===== src/rtl/pd_iso_pkg.sv =====
// Shared types and constants for the power-domain isolation sequencer.
// Each state maps to one registered output pattern through PD_OUT.
package pd_iso_pkg;

    localparam int DEF_SETTLE_CYCLES = 4;
    localparam int DEF_PSW_TIMEOUT   = 1023;

    typedef enum logic [3:0] {
        ST_ON,
        ST_CLK_STOP,
        ST_ISO_ON,
        ST_RST_ASSERT,
        ST_PSW_OFF,
        ST_OFF,
        ST_PSW_ON,
        ST_RST_RELEASE,
        ST_CLK_RUN,
        ST_ISO_OFF
    } pd_state_e;

    typedef struct packed {
        logic psw_en;
        logic iso_en;
        logic clk_en;
        logic rst_dom_n;
        logic sleep_ack;
    } pd_out_t;

    // Indexed by pd_state_e; entry order must follow the enum encoding.
    localparam pd_out_t PD_OUT [10] = '{
        '{1'b1, 1'b0, 1'b1, 1'b1, 1'b0},
        '{1'b1, 1'b0, 1'b0, 1'b1, 1'b0},
        '{1'b1, 1'b1, 1'b0, 1'b1, 1'b0},
        '{1'b1, 1'b1, 1'b0, 1'b0, 1'b0},
        '{1'b0, 1'b1, 1'b0, 1'b0, 1'b0},
        '{1'b0, 1'b1, 1'b0, 1'b0, 1'b1},
        '{1'b1, 1'b1, 1'b0, 1'b0, 1'b1},
        '{1'b1, 1'b1, 1'b0, 1'b1, 1'b1},
        '{1'b1, 1'b1, 1'b1, 1'b1, 1'b1},
        '{1'b1, 1'b0, 1'b1, 1'b1, 1'b1}
    };

    function automatic int max_int(input int a, input int b);
        return (a > b) ? a : b;
    endfunction

    function automatic logic is_timed(input pd_state_e s);
        return (s == ST_CLK_STOP) || (s == ST_ISO_ON) || (s == ST_RST_ASSERT) ||
               (s == ST_RST_RELEASE) || (s == ST_CLK_RUN) || (s == ST_ISO_OFF);
    endfunction

    function automatic pd_state_e next_step(input pd_state_e s);
        pd_state_e n;
        case (s)
            ST_CLK_STOP:    n = ST_ISO_ON;
            ST_ISO_ON:      n = ST_RST_ASSERT;
            ST_RST_ASSERT:  n = ST_PSW_OFF;
            ST_PSW_OFF:     n = ST_OFF;
            ST_PSW_ON:      n = ST_RST_RELEASE;
            ST_RST_RELEASE: n = ST_CLK_RUN;
            ST_CLK_RUN:     n = ST_ISO_OFF;
            default:        n = ST_ON;
        endcase
        return n;
    endfunction

endpackage


===== src/rtl/pd_iso_if.sv =====
// Boundary signals between the sequencer and the switchable domain's
// power switch, isolation cells, clock gate and reset.
interface pd_iso_if;

    logic sleep_req_i;
    logic sleep_ack_o;
    logic psw_en_o;
    logic psw_ack_i;
    logic iso_en_o;
    logic clk_en_o;
    logic rst_dom_no;
    logic err_o;

    modport master (
        input  sleep_req_i,
        input  psw_ack_i,
        output sleep_ack_o,
        output psw_en_o,
        output iso_en_o,
        output clk_en_o,
        output rst_dom_no,
        output err_o
    );

    modport slave (
        output sleep_req_i,
        output psw_ack_i,
        input  sleep_ack_o,
        input  psw_en_o,
        input  iso_en_o,
        input  clk_en_o,
        input  rst_dom_no,
        input  err_o
    );

endinterface


===== src/rtl/pd_sync_2ff.sv =====
// Two-flop synchronizer with a configurable reset value.
module pd_sync_2ff #(
    parameter logic RESET_VAL = 1'b0
) (
    input  logic clk_i,
    input  logic rst_ni,
    input  logic d,
    output logic q
);

    logic ff1;
    logic ff2;

    always_ff @(posedge clk_i) begin
        if (!rst_ni) begin
            ff1 <= RESET_VAL;
            ff2 <= RESET_VAL;
        end else begin
            ff1 <= d;
            ff2 <= ff1;
        end
    end

    assign q = ff2;

endmodule


===== src/rtl/pd_iso_sequencer.sv =====
// Sleep/wake sequencer for a switchable power domain: orders clock gating,
// isolation, domain reset and the power switch so isolation brackets every unsafe step.
module pd_iso_sequencer
    import pd_iso_pkg::*;
#(
    parameter int SETTLE_CYCLES = DEF_SETTLE_CYCLES,
    parameter int PSW_TIMEOUT   = DEF_PSW_TIMEOUT
) (
    input  logic      clk_i,
    input  logic      rst_ni,
    pd_iso_if.master  pd
);

    localparam int CNT_W = $clog2(max_int(SETTLE_CYCLES, PSW_TIMEOUT) + 1);
    localparam logic [CNT_W-1:0] SETTLE_LOAD  = CNT_W'(SETTLE_CYCLES - 1);
    localparam logic [CNT_W-1:0] TIMEOUT_LAST = CNT_W'(PSW_TIMEOUT - 1);

    pd_state_e        state_q;
    pd_state_e        state_d;
    logic [CNT_W-1:0] cnt_q;
    logic [CNT_W-1:0] cnt_d;
    logic             err_q;
    logic             err_d;
    pd_out_t          out_q;
    logic             ack_sync;
    logic             ack_want;

    pd_sync_2ff #(
        .RESET_VAL (1'b1)
    ) u_ack_sync (
        .clk_i  (clk_i),
        .rst_ni (rst_ni),
        .d      (pd.psw_ack_i),
        .q      (ack_sync)
    );

    assign ack_want = (state_q == ST_PSW_ON);

    // One counter serves both purposes: down-count in timed states, up-count as the switch timeout.
    always_comb begin
        state_d = state_q;
        cnt_d   = cnt_q;
        err_d   = err_q;
        case (state_q)
            ST_ON: begin
                if (pd.sleep_req_i) state_d = ST_CLK_STOP;
            end
            ST_OFF: begin
                if (!pd.sleep_req_i) state_d = ST_PSW_ON;
            end
            ST_PSW_OFF, ST_PSW_ON: begin
                if (ack_sync == ack_want) begin
                    state_d = next_step(state_q);
                end else if (cnt_q == TIMEOUT_LAST) begin
                    state_d = next_step(state_q);
                    err_d   = 1'b1;
                end
            end
            default: begin
                if (cnt_q == '0) state_d = next_step(state_q);
            end
        endcase

        if (state_d != state_q) begin
            cnt_d = is_timed(state_d) ? SETTLE_LOAD : '0;
        end else if (is_timed(state_q)) begin
            cnt_d = cnt_q - CNT_W'(1);
        end else if ((state_q == ST_PSW_OFF) || (state_q == ST_PSW_ON)) begin
            cnt_d = cnt_q + CNT_W'(1);
        end
    end

    // Outputs are decoded from the next state so they switch on the edge entering a state.
    always_ff @(posedge clk_i) begin
        if (!rst_ni) begin
            state_q <= ST_ON;
            cnt_q   <= '0;
            err_q   <= 1'b0;
            out_q   <= PD_OUT[ST_ON];
        end else begin
            state_q <= state_d;
            cnt_q   <= cnt_d;
            err_q   <= err_d;
            out_q   <= PD_OUT[state_d];
        end
    end

    assign pd.psw_en_o    = out_q.psw_en;
    assign pd.iso_en_o    = out_q.iso_en;
    assign pd.clk_en_o    = out_q.clk_en;
    assign pd.rst_dom_no  = out_q.rst_dom_n;
    assign pd.sleep_ack_o = out_q.sleep_ack;
    assign pd.err_o       = err_q;

endmodule

===== src/flat_wrapper.sv =====
// flat-port wrapper written by rule: the top's interface ports become plain ports
module pd_iso_sequencer_flat import pd_iso_pkg::*;
#(
    parameter int SETTLE_CYCLES = DEF_SETTLE_CYCLES,
    parameter int PSW_TIMEOUT   = DEF_PSW_TIMEOUT
)
  (clk_i, rst_ni, pd_sleep_req_i, pd_psw_ack_i, pd_sleep_ack_o, pd_psw_en_o, pd_iso_en_o, pd_clk_en_o, pd_rst_dom_no, pd_err_o);
  pd_iso_if pd_i ();
  input  logic clk_i;
  input  logic rst_ni;
  input wire logic [$bits(pd_i.sleep_req_i)-1:0] pd_sleep_req_i;
  input wire logic [$bits(pd_i.psw_ack_i)-1:0] pd_psw_ack_i;
  output wire logic [$bits(pd_i.sleep_ack_o)-1:0] pd_sleep_ack_o;
  output wire logic [$bits(pd_i.psw_en_o)-1:0] pd_psw_en_o;
  output wire logic [$bits(pd_i.iso_en_o)-1:0] pd_iso_en_o;
  output wire logic [$bits(pd_i.clk_en_o)-1:0] pd_clk_en_o;
  output wire logic [$bits(pd_i.rst_dom_no)-1:0] pd_rst_dom_no;
  output wire logic [$bits(pd_i.err_o)-1:0] pd_err_o;
  assign pd_i.sleep_req_i = pd_sleep_req_i;
  assign pd_i.psw_ack_i = pd_psw_ack_i;
  assign pd_sleep_ack_o = pd_i.sleep_ack_o;
  assign pd_psw_en_o = pd_i.psw_en_o;
  assign pd_iso_en_o = pd_i.iso_en_o;
  assign pd_clk_en_o = pd_i.clk_en_o;
  assign pd_rst_dom_no = pd_i.rst_dom_no;
  assign pd_err_o = pd_i.err_o;
  pd_iso_sequencer #(.SETTLE_CYCLES(SETTLE_CYCLES), .PSW_TIMEOUT(PSW_TIMEOUT)) u_core (.clk_i(clk_i), .rst_ni(rst_ni), .pd(pd_i));
endmodule

===== config.mk =====
export PLATFORM = sky130hd
export DESIGN_NAME = pd_iso_sequencer_flat
export DESIGN_NICKNAME = d
export VERILOG_FILES = /design/src/rtl/pd_iso_pkg.sv /design/src/rtl/pd_iso_if.sv /design/src/rtl/pd_sync_2ff.sv /design/src/rtl/pd_iso_sequencer.sv /design/src/flat_wrapper.sv
export SDC_FILE = /design/constraint.sdc
export NUM_CORES = 1
export LEC_CHECK = 0
export CORE_MARGIN = 2
export CORE_UTILIZATION = 61
export CTS_BUF_LIST = sky130_fd_sc_hd__clkbuf_8
export DETAILED_ROUTE_END_ITERATION = 12
export MAX_ROUTING_LAYER = met4
export PLACE_DENSITY = 0.91
export SYNTH_ARGS = -nofsm -noshare
export SYNTH_HDL_FRONTEND = slang
export SYNTH_HIERARCHICAL = 1
export SYNTH_SLANG_ARGS = --single-unit

===== constraint.sdc =====
create_clock -name clk_i -period 4.05 [get_ports clk_i]
set_input_delay 0.81 -clock clk_i [delete_from_list [all_inputs] [get_ports clk_i]]
set_output_delay 0.81 -clock clk_i [all_outputs]
set_load 0.01 [all_outputs]

[Word level (Yosys, flattened, before mapping)]
Memory sizes are Yosys's and may differ from the RTL's. A register that Yosys moved wholly into a read port is not among the register bits.
Cells that the tools add are included.
Word-level totals
  register bits after elaboration: 17
  bits in latches: 0
  memory bits (writable): 0
  memory bits (read-only): 80
  input bits: 4
  output and inout port bits: 6
  logic and storage cells: 56
  memories: 1
Cells by class
  add/subtract/negate cells: 2
  multiply operators: 0
  div/mod/pow operators: 0
  order comparisons: 0
  equal/unequal tests: 18
  shift-type cells: 0
  mux-type cells: 11
  bitwise operators: 2
  reduce and logical (&&, ||, !) cells: 17
Memories
  (name not given): depth 16, bits a word 5, read ports 1, clocked after memory_dff 1, wr ports 0, line pd_iso_sequencer.sv:84  | out_q <= PD_OUT[state_d];
Operator list (number)
  $mux 10: 3
  $pmux 4 s7: 1
  $eq 4x3->1 const B: 5
  $mux 4: 5
  $eq 4x2->1 const B: 4
  $eq 4x4->1 const B: 4
  $pmux 4 s3: 1
  $logic_or 1x1->1: 11
  $add 10x1->10 const B: 1
  $eq 10x10->1 const B: 1
  $logic_not 10->1: 1
  $sub 10x1->10 const B: 1
  $eq 4x1->1 const B: 2
  $not 4->5: 1
  $logic_not 4->1: 1
  $ne 4x4->1: 1
  $reduce_and 3->1: 1
  $reduce_bool 3->1: 1
  $mux 2: 1
  $reduce_or 2->1: 1
  $eq 1x1->1: 1
  $logic_not 1->1: 1
  $not 1->1: 1

[Depth between registers and ports, before layout]
Gate-level depths: netlist of the first run.
  word-level depth: 13
  depth in mapped cells: 10
  mapped depth without buffers: 9

[By module]
The synthesis of the first run kept the hierarchy.
By module, submodules not included
  pd_iso_sequencer: instances 1, cells an instance 172, area each 1447.6 µm², sequential area each 400.4 µm²
  pd_sync_2ff: instances 1, cells an instance 4, area each 52.6 µm², sequential area each 40.0 µm²

[Worst setup path before layout of the first run]
No wires, ideal clock.
  path type: register -> register
  start: reg u_core.state_q[1]
  end: reg u_core.cnt_q[8]
  library setup time: 0.135 ns
  data arrival time: 2.921 ns
  data required time: 3.915 ns
  setup slack: 0.995 ns
  cell stages (with the launch flop): 11
  path buffers: 1
  clock period less this slack: 3.055 ns
  cell sequence: dfxtp_1 -> buf_4 -> nand2_1 -> a221oi_2 -> ha_1 -> a211oi_2 -> o21bai_1 -> a2111oi_1 -> nor2_1 -> nor3_1 -> a2111oi_4
Between the ends
  cells in the longest elaborated chain, start to end: 8
  elaborated cells on any way between the ends: 29
  those cells by class: eq/ne (11); mux (9); reduce/logical (9)
RTL lines
  from (decl): line pd_iso_sequencer.sv:18  | pd_state_e state_q;
  from (signal assigned): line pd_iso_sequencer.sv:81  | state_q <= state_d;
  parallel branches: the longest is 8 deep, another holds $pmux 4 s7
  to (signal assigned): line pd_iso_sequencer.sv:82  | cnt_q <= cnt_d;
  to (decl): line pd_iso_sequencer.sv:20  | logic [CNT_W-1:0] cnt_q;
Parallel ways; which one is timed is not known.
A chain may end at the register's enable or synchronous reset.

[Worst setup path after layout of the first run]
  start: reg u_core.state_q[0]
  end: reg u_core.cnt_q[8]
The elaborated chain is that of the path after synthesis.

==> results of run 1 <==
[layout by cell type (no fill, tap or decap), types with 2 or more instances in the layout]
cell type and count:
nor2_1 25, dfxtp_1 22, nor3_1 10, a21oi_1 10
o21ai_0 10, clkdlybuf4s50_1 9, ha_1 8, mux2i_1 7
nand2b_1 6, nand2_1 5, a211oi_1 5, o21ai_1 5
inv_1 4, xnor2_1 4, clkbuf_8 3, xor2_1 3
a31oi_1 3, a21o_1 3, nor4_2 2, nand4_1 2
nor4_1 2, o21bai_1 2, or2_2 2, o31ai_2 2
and2_1 2, a21boi_0 2, o21a_1 2
[layer usage]
| layer | wire length [um] | vias to the layer above | GRT usage, % |
|---|---|---|---|
| met5 | 0 | - | - |
| met4 | 97 | 0 | 8.97 |
| met3 | 261 | 19 | 4.17 |
| met2 | 1650 | 74 | 44.2 |
| met1 | 1490 | 665 | 39.3 |
| li1 | - | 670 | - |
[cell usage after synthesis (all sizes together) (2+ instances only)]
cell | number | area (sq um)
buf | 5 | 32.5
nand2b | 6 | 37.5
o21a | 2 | 15.0
nor2 | 26 | 100
a21boi | 3 | 22.5
xor2 | 3 | 26.3
a31oi | 3 | 18.8
o31ai | 2 | 25.0
nand4 | 2 | 12.5
a21o | 3 | 22.5
o21ai | 16 | 91.3
dfxtp | 22 | 440
nand2 | 5 | 18.8
mux2i | 7 | 70.1
nor4 | 4 | 37.5
and2 | 2 | 12.5
o21bai | 2 | 15.0
a2111oi | 3 | 46.3
a211oi | 6 | 50.1
inv | 4 | 15.0
ha | 8 | 100
or2 | 2 | 12.5
a21oi | 10 | 50.1
xnor2 | 4 | 35.0
nor3 | 10 | 50.1
[power by group]
part           switching (mW)  leakage [nW]  internal [mW]  total (mW)
registers               0.107         0.180          0.285       0.392
clock network          0.0706        0.0357          0.132       0.202
logic                   0.589         0.420          0.433        1.02
total                   0.767         0.636          0.850        1.62
[logic make-up after synthesis]
logic type      Yosys count
flops                    22
compound gates           58
fa+ha+maj                 9
buf+inv                  11
xor+xnor                  7
mux                       7
simple gates             62
[area by class of cell]
cell class	count	share of cell area (%)
clock inverter	1	1.80
multi-input combinational	143	60.2
timing repair buffer	10	5.85
clock buffer	3	2.48
inverter	5	1.13
sequential	22	26.4
tap	28	2.10
[registers in the layout, summed over array words and instances (netlist names)]
name / count
u_core/u_ack_sync/q: 1
u_core/pd.clk_en_o: 1
u_core/pd.sleep_ack_o: 1
u_core/u_ack_sync/ff1: 1
u_core/pd.err_o: 1
u_core/state_q: 4
u_core/pd.iso_en_o: 1
u_core/cnt_q: 10
u_core/pd.psw_en_o: 1
u_core/pd.rst_dom_no: 1
[how the worst max path moves through the flow]
| stage | from | endpoint |
|---|---|---|
| final | u_core/state_q[0] | u_core/cnt_q[8] |
| after global routing | u_core/state_q[0] | u_core/cnt_q[8] |
| after global placement | u_core/state_q[0] | u_core/cnt_q[8] |
| after detailed placement | u_core/state_q[0] | u_core/cnt_q[8] |
| after floorplan | u_core/state_q[1] | u_core/cnt_q[8] |
| after CTS | u_core/state_q[0] | u_core/cnt_q[8] |
[per-stage QoR]
step / setup WS (ns) / util (%) / hold WS, ns / instances
detailed placement: 0.847 / 70.1 / 0.399 / 208
global placement: 1.01 / 70.1 / 0.400 / 208
global route: 0.449 / 73.3 / 0.458 / 212
CTS: 0.831 / 73.3 / 0.422 / 212
finish: 0.736 / 73.3 / 0.421 / 212
floorplan: 0.995 / - / 0.386 / 176
==> flow_summary.toml, run 1 <==
[worst_setup_path]
worstReg2RegStart = "u_core/state_q[0]"
ff2ff_path_depth = 10
cp_cell_sequence = "nand2_1 > a221oi_2 > buf_4 > ha_1 > a211oi_2 > o21bai_1 > a2111oi_1 > nor2_1 > nor3_1 > a2111oi_4"
crit_cells = 10
slowest_stage = "dfxtp_1"
max_stage_delay_ns = 0.67
worstSetupPathType = "flip-flop to flip-flop"
crit_path_max_fanout = 16
r2r_slack_ns = 0.74
path_delay_family = "compound AO/OA/AOI/OAI gates"
cp-end-kind = "flip-flop"
path_buf_inv = 1
startpoint_type = "flip-flop"
rr_endpoint = "u_core/cnt_q[8]"
crit_arrival_ns = 3.43
cp.required_ns = 4.17

[yosys]
ys_ff_latch = 22
synth-compound-area-share_pct = 28.8
synth.distinct_cells = 50
synthCells = 176
syn_nets = 189
ys_seq_area_share_pct = 29.4
synth_top_family_by_area = "compound AO/OA/AOI/OAI gates"
yosysWarnings = 6
synth_fa_ha_area_share_pct = 8.01
synth.avg_cell_area_sq_um = 8.52
synth_xor_xnor_area_share_pct = 4.09
synthSimpleGateAreaFrac_pct = 21.4
synth_area_sq_um = 1500
synthArstFlopShare_pct = 0
synthMuxAreaShare_pct = 4.67
ys.flop_type = "dfxtp_1"
synth_edf_count = 0

[cts]
clk_path_buf_depth = 2
cts_sinks = 22
cts_tree = "built"
cts_resized = 0
cts_buffers = 3
cts-root-buf = "clkbuf_8"
postCtsSetupBuffers = 0
path_clk_slew_ns = 0.08
cts_hold_buf = 0
htreeDepth = 1
clock_latency_ns = 0.26

[timing]
skew_ns = 0.00206
tns_ns = 0
clock.fmax_mhz = 302
finalHoldViolCount = 0
rsz0062_at_grt = "no"
finalMaxSlewViolations = 0
max_slew_margin_pct = 48.8
period_needed_ns = 3.31
period_share_pct = 81.8
worst_pin_slew_ns = 0.767
setup_violations = 0

[grt]
grt_pass1_wl_um = 5950
gr-total-overflow = 0
grt_pass1_vias = 1312
grt_max_degree = 17
grt_usage_pct = 28.8
antenna_found_initial = 0

[hold_path]
hold_path_startpoint = "u_core/u_ack_sync/ff1"
hold_path_depth = 1
hold_class = "flip-flop to flip-flop"
whs_endpoint = "u_core/u_ack_sync/q"

[floorplan]
placementRows = 17
initial_core_util_pct = 65.9
core-area_sq_um = 2280
die_y_um = 53.6
floorplan.die_area_sq_um = 2870
ioPinCount = 10
die_w_um = 53.6

[power]
cellLeakagePower_nw = 0.636
max-vdd-ir-drop_uv = 739
fin_total_pwr_mw = 1.62
p_per_area_nw_per_um2 = 969

[finish]
fillers = 147
regArea_sq_um = 440
diodes = 0
syn2layout_area_growth_pct = 11.2
drive_gt1_share_pct = 9.78
final_nets = 198
multiInputGateArea_sq_um = 1000
final_area_sq_um = 1670

[detailed_routing]
drc = 0
wl_um = 3500
viasPerCell = 6.74
drtIter0Drc = 66
antenna_left = 0
drtPass1Iterations = 5
vias = 1428
wl_per_cell_um = 16.5

[placed_design]
hpwlAfterDp_um = 2530
portBuffers = 9
dpl_cell_area_sq_um = 1600
routabilityCongestion = 0.948

[run]
maxCapViolCount = 0

[run_status]
status = "finished clean"
No activity file was read; power rests on OpenSTA's default activity.
==> run 2: changes to the inputs <==
--- a/config.mk
+++ b/config.mk
@@ -6,11 +6,11 @@
 export NUM_CORES = 1
 export LEC_CHECK = 0
 export CORE_MARGIN = 2
-export CORE_UTILIZATION = 61
+export CORE_UTILIZATION = 55
 export CTS_BUF_LIST = sky130_fd_sc_hd__clkbuf_8
 export DETAILED_ROUTE_END_ITERATION = 12
 export MAX_ROUTING_LAYER = met4
-export PLACE_DENSITY = 0.91
+export PLACE_DENSITY = 0.87
 export SYNTH_ARGS = -nofsm -noshare
 export SYNTH_HDL_FRONTEND = slang
 export SYNTH_HIERARCHICAL = 1
==> constraint.sdc (replaced) <==
create_clock -name clk_i -period 2.95 [get_ports clk_i]
set_input_delay 0.59 -clock clk_i [delete_from_list [all_inputs] [get_ports clk_i]]
set_output_delay 0.59 -clock clk_i [all_outputs]
set_load 0.01 [all_outputs]
==> run 2 against run 1 <==
Flip-flop and latch count stayed put. Critical endpoint is now u_core/cnt_q[9]. Non-clock buffer count rose by 9. Utilization decreased by 3.0 points. Cell area rose by 6.2%. Clock power rose by 38%. Via count rose by 1.4%. Cell count rose by 5.2%. Critical path depth fell by 1. Die area is 10% higher.
==> flow_summary.toml, run 2 (synthesis results as in run 1) <==
[power]
p_per_area_nw_per_um2 = 1330
cellLeakagePower_nw = 0.688
max-vdd-ir-drop_uv = 865

[worst_setup_path]
cp_cell_sequence = "buf_4 > a221oi_4 > ha_1 > a211oi_1 > o211ai_1 > a41oi_1 > mux2i_1 > xor2_1 > nor2_1"
path_delay_family = "compound AO/OA/AOI/OAI gates"
startpoint_type = "flip-flop"
crit_path_max_fanout = 11
crit_arrival_ns = 2.97
worstSetupPathType = "flip-flop to flip-flop"
max_stage_delay_ns = 0.43
cp.required_ns = 3.09
cp-end-kind = "flip-flop"
path_buf_inv = 1
slowest_stage = "a221oi_4"

[floorplan]
die_w_um = 56.2
placementRows = 18
die_y_um = 56.2
floorplan.die_area_sq_um = 3160
initial_core_util_pct = 59.5
ioPinCount = 10
core-area_sq_um = 2520

[finish]
final_nets = 207
diodes = 0
final_common_cell = "nor2_1"
final_core_util_pct = 70.2
top_regs = "u_core/cnt_q (10), u_core/state_q (4)"
syn2layout_area_growth_pct = 18.1
largest_register_ff_count = 10
regMostFlops = "u_core/cnt_q"
layout_common_cells = "nor2_1 (25), dfxtp_1 (22), a21oi_1 (10), o21ai_0 (10), buf_4 (10)"
drive_gt1_share_pct = 15.0

[detailed_routing]
drtPass1Iterations = 5
wl_per_cell_um = 16.7
drtIter0Drc = 109
vias = 1448
wl_um = 3730
antenna_left = 0
viasPerCell = 6.49
drc = 0

[placed_design]
portBuffers = 9
hpwlAfterDp_um = 2540
routabilityCongestion = 0.959

[timing]
skew_ns = 0.00112
period_share_pct = 95.9
clock.fmax_mhz = 354
setup_violations = 0
max_slew_margin_pct = 48.9
rsz0062_at_grt = "yes"
tns_ns = 0
finalHoldViolCount = 0
worst_pin_slew_ns = 0.766
period_needed_ns = 2.83
finalMaxSlewViolations = 0

[cts]
cts_buffers = 3
path_clk_slew_ns = 0.08
clk_path_buf_depth = 2
clock_latency_ns = 0.26
cts-root-buf = "clkbuf_8"
cts_tree = "built"
htreeDepth = 1
cts_sinks = 22

[grt]
grt_pass1_vias = 1310
gr-total-overflow = 0
antenna_found_initial = 0
grt_pass1_wl_um = 6120
grt_usage_pct = 24.5
grt_max_degree = 15

[run]
maxCapViolCount = 0

[run_status]
status = "finished clean"

[hold_path]
hold_class = "flip-flop to flip-flop"
-- run 2: what timing repair did --
action | CTS | global route
pin swaps | 0 | 1
cloned | 0 | 0
endpoints found under the setup margin | 1 | 2
buffers inserted | 0 | 2
resized for setup | 1 | 2
hold buffers | 0 | 0
-- run 2: worst paths after layout --
check / from / to / slack (ns) / cells past startpoint
worst min-delay path: u_core/u_ack_sync/ff1 / u_core/u_ack_sync/q / 0.41 / 1
worst min register to register: u_core/u_ack_sync/ff1 / u_core/u_ack_sync/q / 0.41 / 1
worst max register to register: u_core/state_q[1] / u_core/cnt_q[9] / 0.12 / 9
worst max-delay path: u_core/state_q[1] / u_core/cnt_q[9] / 0.12 / 9
-- run 2: area by class of cell --
class	instances	area, sq um
tap	30	37.5
clock inverter	1	30.0
inverter	5	18.8
sequential	22	440
fill	185	751
multi-input combinational	143	1040
clock buffer	3	41.3
timing repair buffer	19	165
-- run 2: power breakdown --
group	internal (mW)	switching (mW)	total [mW]
logic	0.673	0.901	1.57
registers	0.391	0.112	0.503
clock network	0.181	0.0976	0.279
total	1.25	1.11	2.36
-- run 2: per-stage QoR --
stage          std cells  power (mW)  hold WS (ns)  worst slack [ns]  area (sq um)
3_5_place_dp         217        1.95         0.397            0.0150          1660
6_report             223        2.36         0.414             0.122          1770
2_1_floorplan        176        1.66         0.386            0.0563          1510
3_3_place_gp         217        1.90         0.395             0.114          1660
4_1_cts              221        2.28         0.418            0.0970          1740
5_1_grt              223        2.52         0.424           -0.0108          1770
-- run 2: worst reg2reg max path: stages, from the launching register on --
cell and delay [ns]:
dfxtp_1 0.36, buf_4 0.20, a221oi_4 0.43, ha_1 0.32, a211oi_1 0.40, o211ai_1 0.20, a41oi_1 0.31, mux2i_1 0.27
xor2_1 0.17, nor2_1 0.05
-- run 2: routing by layer --
| metal | routed length [um] | global-route usage, % | vias to the layer above | part of all wire (%) |
|---|---|---|---|---|
| met5 | 0 | - | - | 0 |
| li1 | - | - | 687 | - |
| met4 | 51 | 8.50 | 0 | 1.4 |
| met2 | 1760 | 38.0 | 68 | 47 |
| met3 | 211 | 2.79 | 10 | 5.7 |
| met1 | 1700 | 33.1 | 683 | 46 |
